<file path="config.mk">
export PLATFORM = sky130hd
export DESIGN_NAME = svf_mux
export DESIGN_NICKNAME = d
export VERILOG_FILES = /design/src/rtl/svf_pkg.sv /design/src/rtl/svf_core_alu.sv /design/src/rtl/svf_mux.sv
export SDC_FILE = /design/constraint.sdc
export NUM_CORES = 1
export LEC_CHECK = 0
export ABC_AREA = 1
export ABC_CLOCK_PERIOD_IN_PS = 14430
export BUFFER_PORTS_ARGS = -buffer_cell sky130_fd_sc_hd__buf_2
export CAP_MARGIN = 20
export CORE_ASPECT_RATIO = 0.7
export CORE_UTILIZATION = 51
export CTS_BUF_LIST = sky130_fd_sc_hd__clkbuf_8
export CTS_CLUSTER_DIAMETER = 30
export CTS_CLUSTER_SIZE = 40
export DETAILED_ROUTE_END_ITERATION = 10
export GPL_TIMING_DRIVEN = 0
export PLACE_DENSITY = 0.7
export SETUP_SLACK_MARGIN = 0.02
export SLEW_MARGIN = 0
export SYNTH_ARGS = -nofsm -noshare
export SYNTH_HDL_FRONTEND = slang
export SYNTH_SLANG_ARGS = --single-unit
</file>
<file path="constraint.sdc">
create_clock -name clk -period 14.43 [get_ports clk]
set_input_delay 2.1645 -clock clk [delete_from_list [all_inputs] [get_ports clk]]
set_output_delay 2.1645 -clock clk [all_outputs]
set_load 0.02 [all_outputs]
</file>
<file path="src/rtl/svf_pkg.sv">
// Shared types and arithmetic helpers for the time-multiplexed state variable filter.
package svf_pkg;

  typedef enum logic [1:0] {
    S_IDLE = 2'd0,
    S_BP   = 2'd1,
    S_LP   = 2'd2,
    S_DONE = 2'd3
  } svf_state_t;

  localparam int MODE_HP = 0;
  localparam int MODE_BP = 1;
  localparam int MODE_LP = 2;

  // Clamp a wide signed value into the signed range of a w-bit word.
  function automatic logic signed [63:0] sat_w(input logic signed [63:0] x, input int w);
    logic signed [63:0] hi;
    hi = (64'sd1 <<< (w - 1)) - 64'sd1;
    if (x > hi) return hi;
    if (x < -hi - 64'sd1) return -hi - 64'sd1;
    return x;
  endfunction

  // Scale a raw multiplier product by the frequency coefficient's fixed point (floor).
  function automatic logic signed [63:0] fmul_scale(input logic signed [63:0] prod,
                                                    input int alpha1_w);
    return prod >>> (alpha1_w + 3);
  endfunction

endpackage

</file>
<file path="src/rtl/svf_core_alu.sv">
// Combinational per-voice SVF arithmetic: hp/bp' in the BP phase, lp' and output mix in
// the LP phase, sharing one signed W x (ALPHA1_W+1) multiplier between the two phases.
module svf_core_alu
  import svf_pkg::*;
#(
  parameter int DATA_W   = 8,
  parameter int FRAC_W   = 8,
  parameter int ALPHA1_W = 11,
  parameter int ALPHA2_W = 2,
  localparam int W = DATA_W + FRAC_W
) (
  input  logic                     lp_phase,
  input  logic signed [DATA_W-1:0] sample,
  input  logic [2:0]               mode,
  input  logic [ALPHA1_W-1:0]      alpha1,
  input  logic [ALPHA2_W-1:0]      alpha2,
  input  logic signed [W-1:0]      bp,
  input  logic signed [W-1:0]      lp,
  input  logic signed [W-1:0]      hp_reg,
  output logic signed [W-1:0]      hp,
  output logic signed [W-1:0]      state_new,
  output logic signed [DATA_W-1:0] mix_out
);

  localparam int XW = W + 2;

  logic signed [W-1:0]          in_s;
  logic signed [XW-1:0]         q_bp;
  logic signed [XW-1:0]         hp_sum;
  logic signed [W-1:0]          mul_a;
  logic signed [ALPHA1_W:0]     mul_b;
  logic signed [W+ALPHA1_W:0]   prod;
  logic signed [W-1:0]          step;
  logic signed [XW-1:0]         acc;
  logic signed [XW-1:0]         mix_sum;
  logic signed [W-1:0]          mix_w;

  always_comb begin
    in_s = {sample, {FRAC_W{1'b0}}};

    // Damping term: alpha2 MSB weights bp/2, next bit bp/4, and so on.
    q_bp = '0;
    for (int k = 0; k < ALPHA2_W; k++) begin
      if (alpha2[ALPHA2_W-1-k]) q_bp = q_bp + (XW'(bp) >>> (k + 1));
    end

    hp_sum = XW'(in_s) - XW'(lp) - q_bp;
    hp     = (W)'(sat_w(64'(hp_sum), W));

    mul_a = lp_phase ? bp : hp;
    mul_b = {1'b0, alpha1};
    prod  = mul_a * mul_b;
    step  = (W)'(fmul_scale(64'(prod), ALPHA1_W));

    acc       = XW'(lp_phase ? lp : bp) + XW'(step);
    state_new = (W)'(sat_w(64'(acc), W));

    // In the LP phase bp already holds bp' and state_new is lp'.
    mix_sum = '0;
    if (mode[MODE_HP]) mix_sum = mix_sum + XW'(hp_reg);
    if (mode[MODE_BP]) mix_sum = mix_sum + XW'(bp);
    if (mode[MODE_LP]) mix_sum = mix_sum + XW'(state_new);
    mix_w   = (W)'(sat_w(64'(mix_sum), W));
    mix_out = (mode == 3'b000) ? sample : mix_w[W-1:FRAC_W];
  end

endmodule

</file>
<file path="src/rtl/svf_mux.sv">
// Multi-voice Chamberlin SVF: one shared ALU walks every voice through a BP then LP step
// per accepted sample, then publishes all voice outputs together.
module svf_mux
  import svf_pkg::*;
#(
  parameter int DATA_W     = 8,
  parameter int FRAC_W     = 8,
  parameter int NUM_VOICES = 3,
  parameter int ALPHA1_W   = 11,
  parameter int ALPHA2_W   = 2
) (
  input  logic                           clk,
  input  logic                           rst,
  input  logic                           sample_valid,
  input  logic [NUM_VOICES*DATA_W-1:0]   audio_in,
  input  logic [NUM_VOICES*3-1:0]        mode,
  input  logic [ALPHA1_W-1:0]            alpha1,
  input  logic [ALPHA2_W-1:0]            alpha2,
  output logic [NUM_VOICES*DATA_W-1:0]   audio_out,
  output logic                           out_valid,
  output logic                           busy,
  output logic                           overrun
);

  localparam int W  = DATA_W + FRAC_W;
  localparam int VW = (NUM_VOICES > 1) ? $clog2(NUM_VOICES) : 1;

  svf_state_t                  state;
  logic [VW-1:0]               v;
  logic signed [DATA_W-1:0]    in_sh    [NUM_VOICES];
  logic [2:0]                  mode_sh  [NUM_VOICES];
  logic [ALPHA1_W-1:0]         a1_sh;
  logic [ALPHA2_W-1:0]         a2_sh;
  logic signed [W-1:0]         bp_state [NUM_VOICES];
  logic signed [W-1:0]         lp_state [NUM_VOICES];
  logic signed [W-1:0]         hp_p1;
  logic [NUM_VOICES*DATA_W-1:0] out_sh;
  logic [NUM_VOICES*DATA_W-1:0] out_next;

  logic signed [W-1:0]         hp;
  logic signed [W-1:0]         state_new;
  logic signed [DATA_W-1:0]    mix_out;

  svf_core_alu #(
    .DATA_W   (DATA_W),
    .FRAC_W   (FRAC_W),
    .ALPHA1_W (ALPHA1_W),
    .ALPHA2_W (ALPHA2_W)
  ) u_alu (
    .lp_phase  (state == S_LP),
    .sample    (in_sh[v]),
    .mode      (mode_sh[v]),
    .alpha1    (a1_sh),
    .alpha2    (a2_sh),
    .bp        (bp_state[v]),
    .lp        (lp_state[v]),
    .hp_reg    (hp_p1),
    .hp        (hp),
    .state_new (state_new),
    .mix_out   (mix_out)
  );

  // The last voice's mix is merged in directly so all outputs appear in the DONE cycle.
  always_comb begin
    out_next = out_sh;
    out_next[int'(v)*DATA_W +: DATA_W] = mix_out;
  end

  always_ff @(posedge clk) begin
    if (rst) begin
      state     <= S_IDLE;
      v         <= '0;
      busy      <= 1'b0;
      out_valid <= 1'b0;
      overrun   <= 1'b0;
      audio_out <= '0;
      out_sh    <= '0;
      hp_p1     <= '0;
      a1_sh     <= '0;
      a2_sh     <= '0;
      for (int i = 0; i < NUM_VOICES; i++) begin
        in_sh[i]    <= '0;
        mode_sh[i]  <= '0;
        bp_state[i] <= '0;
        lp_state[i] <= '0;
      end
    end else begin
      out_valid <= 1'b0;
      overrun   <= sample_valid && busy;
      case (state)
        S_IDLE: begin
          if (sample_valid) begin
            for (int i = 0; i < NUM_VOICES; i++) begin
              in_sh[i]   <= $signed(audio_in[i*DATA_W +: DATA_W]);
              mode_sh[i] <= mode[i*3 +: 3];
            end
            a1_sh <= alpha1;
            a2_sh <= alpha2;
            v     <= '0;
            busy  <= 1'b1;
            state <= S_BP;
          end
        end
        // BP step: commit bp' and keep hp for the mix in the following LP step.
        S_BP: begin
          bp_state[v] <= state_new;
          hp_p1       <= hp;
          state       <= S_LP;
        end
        // LP step: commit lp' and this voice's output.
        S_LP: begin
          lp_state[v]                     <= state_new;
          out_sh[int'(v)*DATA_W +: DATA_W] <= mix_out;
          if (v == VW'(NUM_VOICES - 1)) begin
            audio_out <= out_next;
            out_valid <= 1'b1;
            state     <= S_DONE;
          end else begin
            v     <= v + 1'b1;
            state <= S_BP;
          end
        end
        S_DONE: begin
          busy  <= 1'b0;
          state <= S_IDLE;
        end
        default: state <= S_IDLE;
      endcase
    end
  end

endmodule

</file>
==> metrics <==
status finished, violations left; failing checks max-capacitance violations, negative setup slack; CTS tree built; Filler cells around 3,400; main area contributors after synthesis edfxtp_1 (22%), fa_1 (16%), nand2_1 (12%), ha_1 (8.5%), dfxtp_1 (7.9%); top_reg_cell synth edfxtp_1; first-pass GRT wire length ~110,000 um; setup tns final -0.217 ns; Synth Register Bits roughly 250; Synth cell types 54; Rel. slew slack around 1.6%; CTS Sinks roughly 250; root buffer cell clkbuf_8; full die area around 43,000 um2; Synth Instances ~2,800; GRT Residual Overflow 0; FF+latch area ~6600 um2; synth cell count leaders nand2_1 (677), inv_1 (451), nor2_1 (323); TritonRoute pass-1 iters 5; ANT cells 0; die height between 150 and 200 um; Ys Warns 0; Nets roughly 3,400; WL met3 around 8500 um; Starting Density between 50 and 60%; top-count cell post-synth nand2_1; core box area ~42,000 um2; slew at the pin with the worst max-slew slack between 1 and 1.5 ns; hold crit path type flop to flop; initial antenna violation count 1; Starting DRT DRC Count between 2,000 and 2,500; register area share after synthesis 30.1%; Post-Syn Nets 3,152; Max Clk Rate slightly below 0.07 GHz; final worst slack -0.0548 ns; Synth area leader edfxtp_1; Residual DRC 0; CP endpoint kind flop; RSZ-0062 raised after global routing yes; clk_skew around 0.033 ns; max-slew violation total from the final report 0; row count a little over 60; vias between 20,000 and 25,000; HPWL Detailed between 50,000 and 60,000 um; Area Overhead vs Synth 24.6%; DRT met1 WL around 32,000 um; DR top layer met4; CTS H-tree lvls 2; WP data required ~15 ns; dpl ws -3.92 ns; vias per inst 5.58; gp weighted congestion ~0.99; clock buffer depth 3; # hold bufs at CTS 0; Tot GR Track Use between 30% and 40%; WL met2 approximately 30,000 um; Reg clk slew, reported paths around 0.070 ns; CP dominant cell by count nand2_2; wire length per cell about 20 um; port bufs 75; share of cells above drive strength 1 roughly 22%; Post-Route WL 71,000 um; antenna viol nets, final 0; endpoints failing setup 10; max-cap viol count 1; fin crit period ~14 ns; EDFF count, synth around 160; Final period util 100%; Ports 76; largest net degree at the start of global routing 35; Startpoint Class flop; Async SR Flop Fraction 0%; Critical Path Max Stage Delay between 0.5 and 0.6 ns; post-synth top area share between 20% and 30%; Final Hold Viols 0; multi-input logic area roughly 15,000 um2; Die Wd between 200 and 250 um; CP max stage cell fa_1; synthesized area per cell 7.82 um2; via count of the first global-routing pass 19,000; later-pin clock latency in the skew report ~0.6 ns; kind of critical path flop to flop; CP Max Fanout 7; mapped cell area approximately 22,000 um2; CTS Buf Count between 40 and 50; Worst EP arrival 14.99 ns
## placed cells by master, fill, tap and decap left out, drive strengths merged, types with 5 or more instances in the layout
master / n
bufinv: 8
clkinvlp: 8
xor2: 41
xnor2: 27
nor4: 6
o21ai: 158
o21a: 6
a211oi: 6
nand2: 704
inv: 472
or2: 16
fa: 173
clkbuf: 113
nand3: 163
nand4: 5
a31oi: 6
nor2: 329
clkinv: 20
ha: 147
o21bai: 12
nor3: 10
edfxtp: 161
o211ai: 9
a21oi: 122
buf: 216
a32o: 9
dfxtp: 86
## timing repair
item | in CTS | in global routing
setup buffers | 56 | 52
pin swaps | 62 | 148
endpoints found under the setup margin | 176 | 48
hold endpoints to repair | 0 | 0
gates resized for setup | 296 | 238
gates cloned | 4 | 1
## kinds of logic after synthesis
family                     count (synthesis)  synth area share (%)
and+or+nand+nor                         1239                  23.8
DFF                                      247                  30.1
xor gates and xnor gates                  68                  2.74
buffers and inverters                    558                  9.85
AOI/OAI and AO/OA                        351                  9.12
adders and majority gates                320                  24.4
## registers in the layout (all words and copies together), names as in the netlist, named ones only
signal     cells
busy           1
bp_state      64
v              2
a2_sh          2
a1_sh         11
out_valid      1
lp_state      64
state          2
audio_out     24
overrun        1
hp_p1         16
mode_sh        9
in_sh         24
out_sh        24
## metrics by stage
| step | instances | hold WS [ns] | area [um2] | utilization [%] |
|---|---|---|---|---|
| floorplan | 2783 | 0.467 | 21800 | - |
| global placement | 3402 | 0.431 | 22800 | 55.0 |
| detailed placement | 3408 | 0.434 | 22900 | 55.1 |
| CTS | 3556 | 0.451 | 25700 | 62.0 |
| global route | 3607 | 0.468 | 27100 | 65.3 |
| finish | 3607 | 0.444 | 27100 | 65.3 |
## worst paths after layout
check               startpoint           end  slack, ns  depth (start not counted)
setup / recovery          flop     out_sh[4]      -0.05                         93
hold / removal    audio_out[9]  audio_out[9]       0.44                          2
setup reg to reg          flop     out_sh[4]      -0.05                         93
hold reg to reg   audio_out[9]  audio_out[9]       0.44                          2
## metal layers
layer  vias up  global-route usage [%]
met4         0                    5.54
met2      1030                    46.2
li1       9289                       -
met3        97                    7.24
met5         -                       0
met1      9723                    48.6
## final cells by class
| class | count | share of cell area [%] |
|---|---|---|
| multi-input combinational | 1978 | 55.0 |
| clock inverter | 38 | 1.64 |
| clock buffer | 50 | 2.54 |
| inverter | 470 | 6.74 |
| sequential | 247 | 24.2 |
| timing repair buffer | 193 | 5.13 |
| buffer | 87 | 2.24 |
| tap | 544 | 2.51 |
## critical path, delay by kind of cell (launching register included)
kind / cells / cell delay [ns]
AOI/OAI and AO/OA: 27 / 4.15
xor gates and xnor gates: 1 / 0.22
adders and majority gates: 12 / 4.57
buffers and inverters: 16 / 1.38
DFF: 1 / 0.38
and+or+nand+nor: 37 / 3.62
Power is not shown: default switching activity piles up to over one toggle a cycle in this logic, so the estimate is an artifact.
